## src/rtl/div_seq.sv

```systemverilog
// Radix-2 restoring divide sequencer for DIV/DIVU (quotient->LO, remainder->HI).
// Optional DIV_ZERO_FAST_EN: a zero divisor skips the iteration and goes straight to FIX.
module div_seq #(
  parameter int WIDTH = 32
) (
  input  logic             clk,
  input  logic             resetn,
  input  logic             start,
  input  logic             is_signed,
  input  logic             cancel,
  input  logic [WIDTH-1:0] dividend,
  input  logic [WIDTH-1:0] divisor,
  output logic             busy,
  output logic             done,
  output logic [WIDTH-1:0] quo,
  output logic [WIDTH-1:0] rem
);

  localparam int CW = $clog2(WIDTH) + 1;
  localparam logic [WIDTH-1:0] ONE = WIDTH'(1);
  localparam logic [CW-1:0] CNT_INIT = CW'(WIDTH);
  localparam logic [CW-1:0] CNT_ONE = CW'(1);

`ifdef DIV_ZERO_FAST_EN
  localparam bit FAST_ZERO = 1'b1;
`else
  localparam bit FAST_ZERO = 1'b0;
`endif

  typedef enum logic [1:0] {
    IDLE,
    CALC,
    FIX,
    DONE
  } state_t;

  state_t           state_q;
  logic [CW-1:0]    cnt_q;
  logic [WIDTH-1:0] prem_q;
  logic [WIDTH-1:0] dvd_q;
  logic [WIDTH-1:0] dvs_q;
  logic             qneg_q;
  logic             rneg_q;
  logic             done_q;
  logic [WIDTH-1:0] quo_q;
  logic [WIDTH-1:0] rem_q;

  logic             accept;
  logic             a_neg;
  logic             b_neg;
  logic [WIDTH-1:0] a_mag;
  logic [WIDTH-1:0] b_mag;
  logic [WIDTH:0]   shift;
  logic [WIDTH:0]   diff;
  logic             ge;

  function automatic logic [WIDTH-1:0] neg(
    input logic [WIDTH-1:0] x
  );
    return ~x + ONE;
  endfunction

  assign accept = start & ~cancel &
                  ((state_q == IDLE) | (state_q == DONE));

  assign a_neg = is_signed & dividend[WIDTH-1];
  assign b_neg = is_signed & divisor[WIDTH-1];
  // -2^(W-1) negates to itself, read as an unsigned magnitude
  assign a_mag = a_neg ? neg(dividend) : dividend;
  assign b_mag = b_neg ? neg(divisor) : divisor;

  assign shift = {prem_q, dvd_q[WIDTH-1]};
  assign diff  = shift - {1'b0, dvs_q};
  assign ge    = (shift >= {1'b0, dvs_q});

  assign busy = (state_q == CALC) | (state_q == FIX) |
                (start & (state_q == IDLE) & ~cancel);
  assign done = done_q;
  assign quo  = quo_q;
  assign rem  = rem_q;

  always_ff @(posedge clk or negedge resetn) begin
    if (!resetn) begin
      state_q <= IDLE;
      cnt_q   <= '0;
      prem_q  <= '0;
      dvd_q   <= '0;
      dvs_q   <= '0;
      qneg_q  <= 1'b0;
      rneg_q  <= 1'b0;
      done_q  <= 1'b0;
      quo_q   <= '0;
      rem_q   <= '0;
    end else begin
      done_q <= 1'b0;
      if (cancel) begin
        state_q <= IDLE;
        cnt_q   <= '0;
      end else begin
        unique case (state_q)
          IDLE, DONE: begin
            if (accept) begin
              dvs_q  <= b_mag;
              qneg_q <= a_neg ^ b_neg;
              rneg_q <= a_neg;
              if (FAST_ZERO && (divisor == '0)) begin
                prem_q  <= a_mag;
                dvd_q   <= '1;
                cnt_q   <= '0;
                state_q <= FIX;
              end else begin
                prem_q  <= '0;
                dvd_q   <= a_mag;
                cnt_q   <= CNT_INIT;
                state_q <= CALC;
              end
            end else begin
              state_q <= IDLE;
            end
          end
          CALC: begin
            prem_q <= ge ? diff[WIDTH-1:0] : shift[WIDTH-1:0];
            dvd_q  <= {dvd_q[WIDTH-2:0], ge};
            cnt_q  <= cnt_q - CNT_ONE;
            if (cnt_q == CNT_ONE) begin
              state_q <= FIX;
            end
          end
          FIX: begin
            quo_q   <= qneg_q ? neg(dvd_q) : dvd_q;
            rem_q   <= rneg_q ? neg(prem_q) : prem_q;
            done_q  <= 1'b1;
            state_q <= DONE;
          end
          default: begin
            state_q <= IDLE;
          end
        endcase
      end
    end
  end

endmodule
```

## config.mk

```make
export PLATFORM = sky130hd
export DESIGN_NAME = div_seq
export DESIGN_NICKNAME = d
export VERILOG_FILES = /design/src/rtl/div_seq.sv
export SDC_FILE = /design/constraint.sdc
export NUM_CORES = 1
export LEC_CHECK = 0
export CAP_MARGIN = 40
export CORE_MARGIN = 1.5
export CORE_UTILIZATION = 52
export DETAILED_ROUTE_END_ITERATION = 8
export PLACE_DENSITY = 0.79
export SYNTH_ARGS = -nofsm -noshare
export SYNTH_HDL_FRONTEND = slang
export SYNTH_SLANG_ARGS = --single-unit
export TNS_END_PERCENT = 100
```

## constraint.sdc

```tcl
create_clock -name clk -period 3 [get_ports clk]
set_input_delay 0.6 -clock clk [delete_from_list [all_inputs] [get_ports clk]]
set_output_delay 0.6 -clock clk [all_outputs]
set_load 0.03 [all_outputs]
```

==> impl_metrics.py <==
metrics = {
    "synth": {
        "synth_enable_flop_cells": 0,
        "synthArstFlopShare_pct": 100,
        "syn_inst": 1341,
        "yosys_warnings": 0,
        "yosysUniqueCellTypes": 59,
        "syn_area_per_cell_um2": 8.30,
        "synthTopCellsByCount": "o21ai_0, nand2_1, dfrtp_1",
        "synth_fp_nets": 1452,
        "ys_ff_latch": 171,
        "ys.flop_type": "dfrtp_1",
        "yosysTopAreaCellShare_pct": 38.4,
        "netlist_top_cells_area": "dfrtp_1, o21ai_0, xor2_1",
        "synth_area_um2": 11100,
        "yosysMostFrequentCell": "o21ai_0",
        "yosysTopAreaCell": "dfrtp_1",
        "yosysSeqAreaShare_pct": 38.4,
    },
    "die": {
        "core_um2": 21000,
        "die_y_um": 149,
        "ios": 135,
        "dieWidth_um": 149,
        "fp-row-count": 53,
        "die_area_um2": 22300,
        "start_util_pct": 53.0,
    },
    "clock_network": {
        "cts_hold_buffers": 0,
        "numCtsBuffers": 17,
        "clk_latency_ns": 0.44,
        "cts_sinks": 171,
        "cts-root-buf": "clkbuf_16",
        "clk_pin_slew_ns": 0.07,
        "cts_tree": "built",
        "htree_levels": 4,
        "clock_path_buffers": 2,
    },
    "routing": {
        "first_iter_violations": 735,
        "route.detailed.drc": 0,
        "ant_nets": 0,
        "routedWlPerCell_um": 16.6,
        "vias": 10600,
        "drt_first_pass_iters": 5,
        "routed_wl_um": 30600,
        "avgViaCountPerCell": 5.74,
    },
    "pwr": {
        "switching_power_w": 0.00530,
        "p_clk_share_pct": 17.8,
        "power_density_nw_per_um2": 853,
        "switching_share_pct": 43.1,
        "static-leakage-power_nw": 6.40,
        "p_int_w": 0.00700,
        "combPwrFrac_pct": 50.5,
        "vdd_drop_max_mv": 0.399,
        "seqPwrFrac_pct": 31.6,
    },
    "placement": {
        "pre_cts_slack_ns": -0.418,
        "place_congestion": 0.991,
        "dp_hpwl_um": 22600,
        "portBuffers": 134,
    },
    "sta": {
        "max_freq_mhz": 324,
        "rsz0062_at_grt": "true",
        "slew_headroom_pct": 40.9,
        "min_period_ns": 3.09,
        "skew_ns": 0.00866,
        "hold_slack_ns": 0.226,
        "setup_violations": 4,
        "period_share_pct": 103,
        "worst_pin_slew_ns": 0.887,
        "maxSlewViolCount": 0,
        "fin_ws_ns": -0.0878,
        "hold_viol": 0,
    },
    "critical_path": {
        "crit_path_end_kind": "flop",
        "start_kind": "flop",
        "path_max_fanout": 3,
        "critPathKind": "flop to flop",
        "cp_data_arrival_time_ns": 3.40,
        "cp.required_ns": 3.31,
    },
    "cells_and_area": {
        "multi_input_area_um2": 6540,
        "ff_latch_area_um2": 4280,
        "syn2layout_area_growth_pct": 29.5,
        "fin_nets": 1672,
        "n_antenna_cell": 0,
        "final_layout_size_suffix_gt1_share_pct": 14.3,
        "fillers": 1700,
        "postLayoutCoreUtil_pct": 68.6,
    },
    "global_route": {
        "grt_pass1_wl_um": 48800,
        "grt_usage_pct": 27.5,
        "antenna_found_initial": 0,
        "grt_pass1_vias": 10100,
        "grt-ovfl-total": 0,
        "grt_max_degree": 87,
    },
    "outcome": {
        "violations": "negative setup slack",
        "outcome": "finished with violations",
    },
    "hold_path": {
        "hp-class": "input port to asynchronous set/reset pin",
    },
    "run": {
        "max_cap_viol_count": 0,
    },
}
## final cells by class
class                      count  share of cell area (%)
multi-input combinational   1041                    45.3
sequential                   171                    29.7
timing repair buffer         273                    17.1
clock buffer                  18                    3.05
tap                          275                    2.39
inverter                      57                    1.48
clock inverter                14                    1.03
## metrics by stage
step	instances	area, um2	TNS (ns)	total power, W
after floorplan	1341	11100	-0.00575	0.00765
after global placement	1814	13700	-1.88	0.00973
after detailed placement	1814	13700	-2.56	0.00994
after CTS	1846	14300	-0.246	0.0122
after global routing	1849	14400	-1.05	0.0131
final	1849	14400	-0.256	0.0123
## worst paths after layout
kind | slack, ns | to | from | depth (start not counted)
max | -0.09 | quo[31]$_DFFE_PN0P_ | dvd_q[4]$_DFFE_PN0P_ | 8
min | 0.23 | quo[8]$_DFFE_PN0P_ | resetn | 1
max reg2reg | -0.09 | quo[31]$_DFFE_PN0P_ | dvd_q[4]$_DFFE_PN0P_ | 8
min reg2reg | 0.48 | quo[12]$_DFFE_PN0P_ | quo[12]$_DFFE_PN0P_ | 2
max in group asynchronous | 1.95 | rem[16]$_DFFE_PN0P_ | resetn | 2
min in group clk | 0.48 | quo[12]$_DFFE_PN0P_ | quo[12]$_DFFE_PN0P_ | 2
## sequential cells by signal, summed over array words and instances, names as in the netlist
| signal | flops |
|---|---|
| done | 1 |
| rem | 32 |
| qneg_q | 1 |
| dvs_q | 32 |
| prem_q | 32 |
| rneg_q | 1 |
| dvd_q | 32 |
| quo | 32 |
| state_q | 2 |
| cnt_q | 6 |
## critical path, stage by stage (launching register included)
cell and delay [ns]:
dfrtp_1 0.39, or3_4 0.40, or4_4 0.43, or4_4 0.47
or4_4 0.45, or3_4 0.39, o31ai_4 0.23, xnor2_2 0.15
o21ai_2 0.06
## per-layer routing
layer / vias up / global-route usage (%) / routed length, um
li1: 5153 / - / -
met1: 5025 / 35.1 / 13000
met2: 372 / 47.9 / 15100
met3: 58 / 4.01 / 1720
met4: 0 / 8.61 / 794
met5: - / 0 / 0
## timing repair
action / 4_1_cts / 5_1_grt
endpoints found under the setup margin: 6 / 35
buffers inserted: 0 / 3
pin swaps: 3 / 10
gates resized for setup: 4 / 28
## layout by cell type, fill, tap and decap left out, types with 19 or more instances in the layout
cell type	n
dfrtp_1	171
nand2_1	176
inv_1	55
ha_1	39
nor2_1	106
o21ai_0	175
or3_1	19
xor2_1	92
a21oi_1	120
buf_4	133
xnor2_1	55
o31ai_1	19
clkdlybuf4s50_1	133
## power by group through the flow
stage,Sequential [W],Clock (W),Combinational (W)
detailed placement,0.00390,0,0.00604
global placement,0.00386,0,0.00588
global route,0.00400,0.00231,0.00682
CTS,0.00388,0.00221,0.00609
finish,0.00389,0.00219,0.00622
floorplan,0.00446,0,0.00319
## kinds of logic (layout without fill, tap and decap cells)
kind of cell | count (synthesis) | after routing | synth area share [%]
AND/OR/NAND/NOR | 410 | 410 | 17.0
flip-flops | 171 | 171 | 38.4
multiplexers | 15 | 15 | 1.37
buffers and inverters | 129 | 362 | 4.35
AO/OA/AOI/OAI | 426 | 426 | 22.5
XOR/XNOR | 148 | 148 | 11.6
adder cells (fa/ha/maj) | 42 | 42 | 4.79
Note: power is estimated with default switching activity, not from simulation.
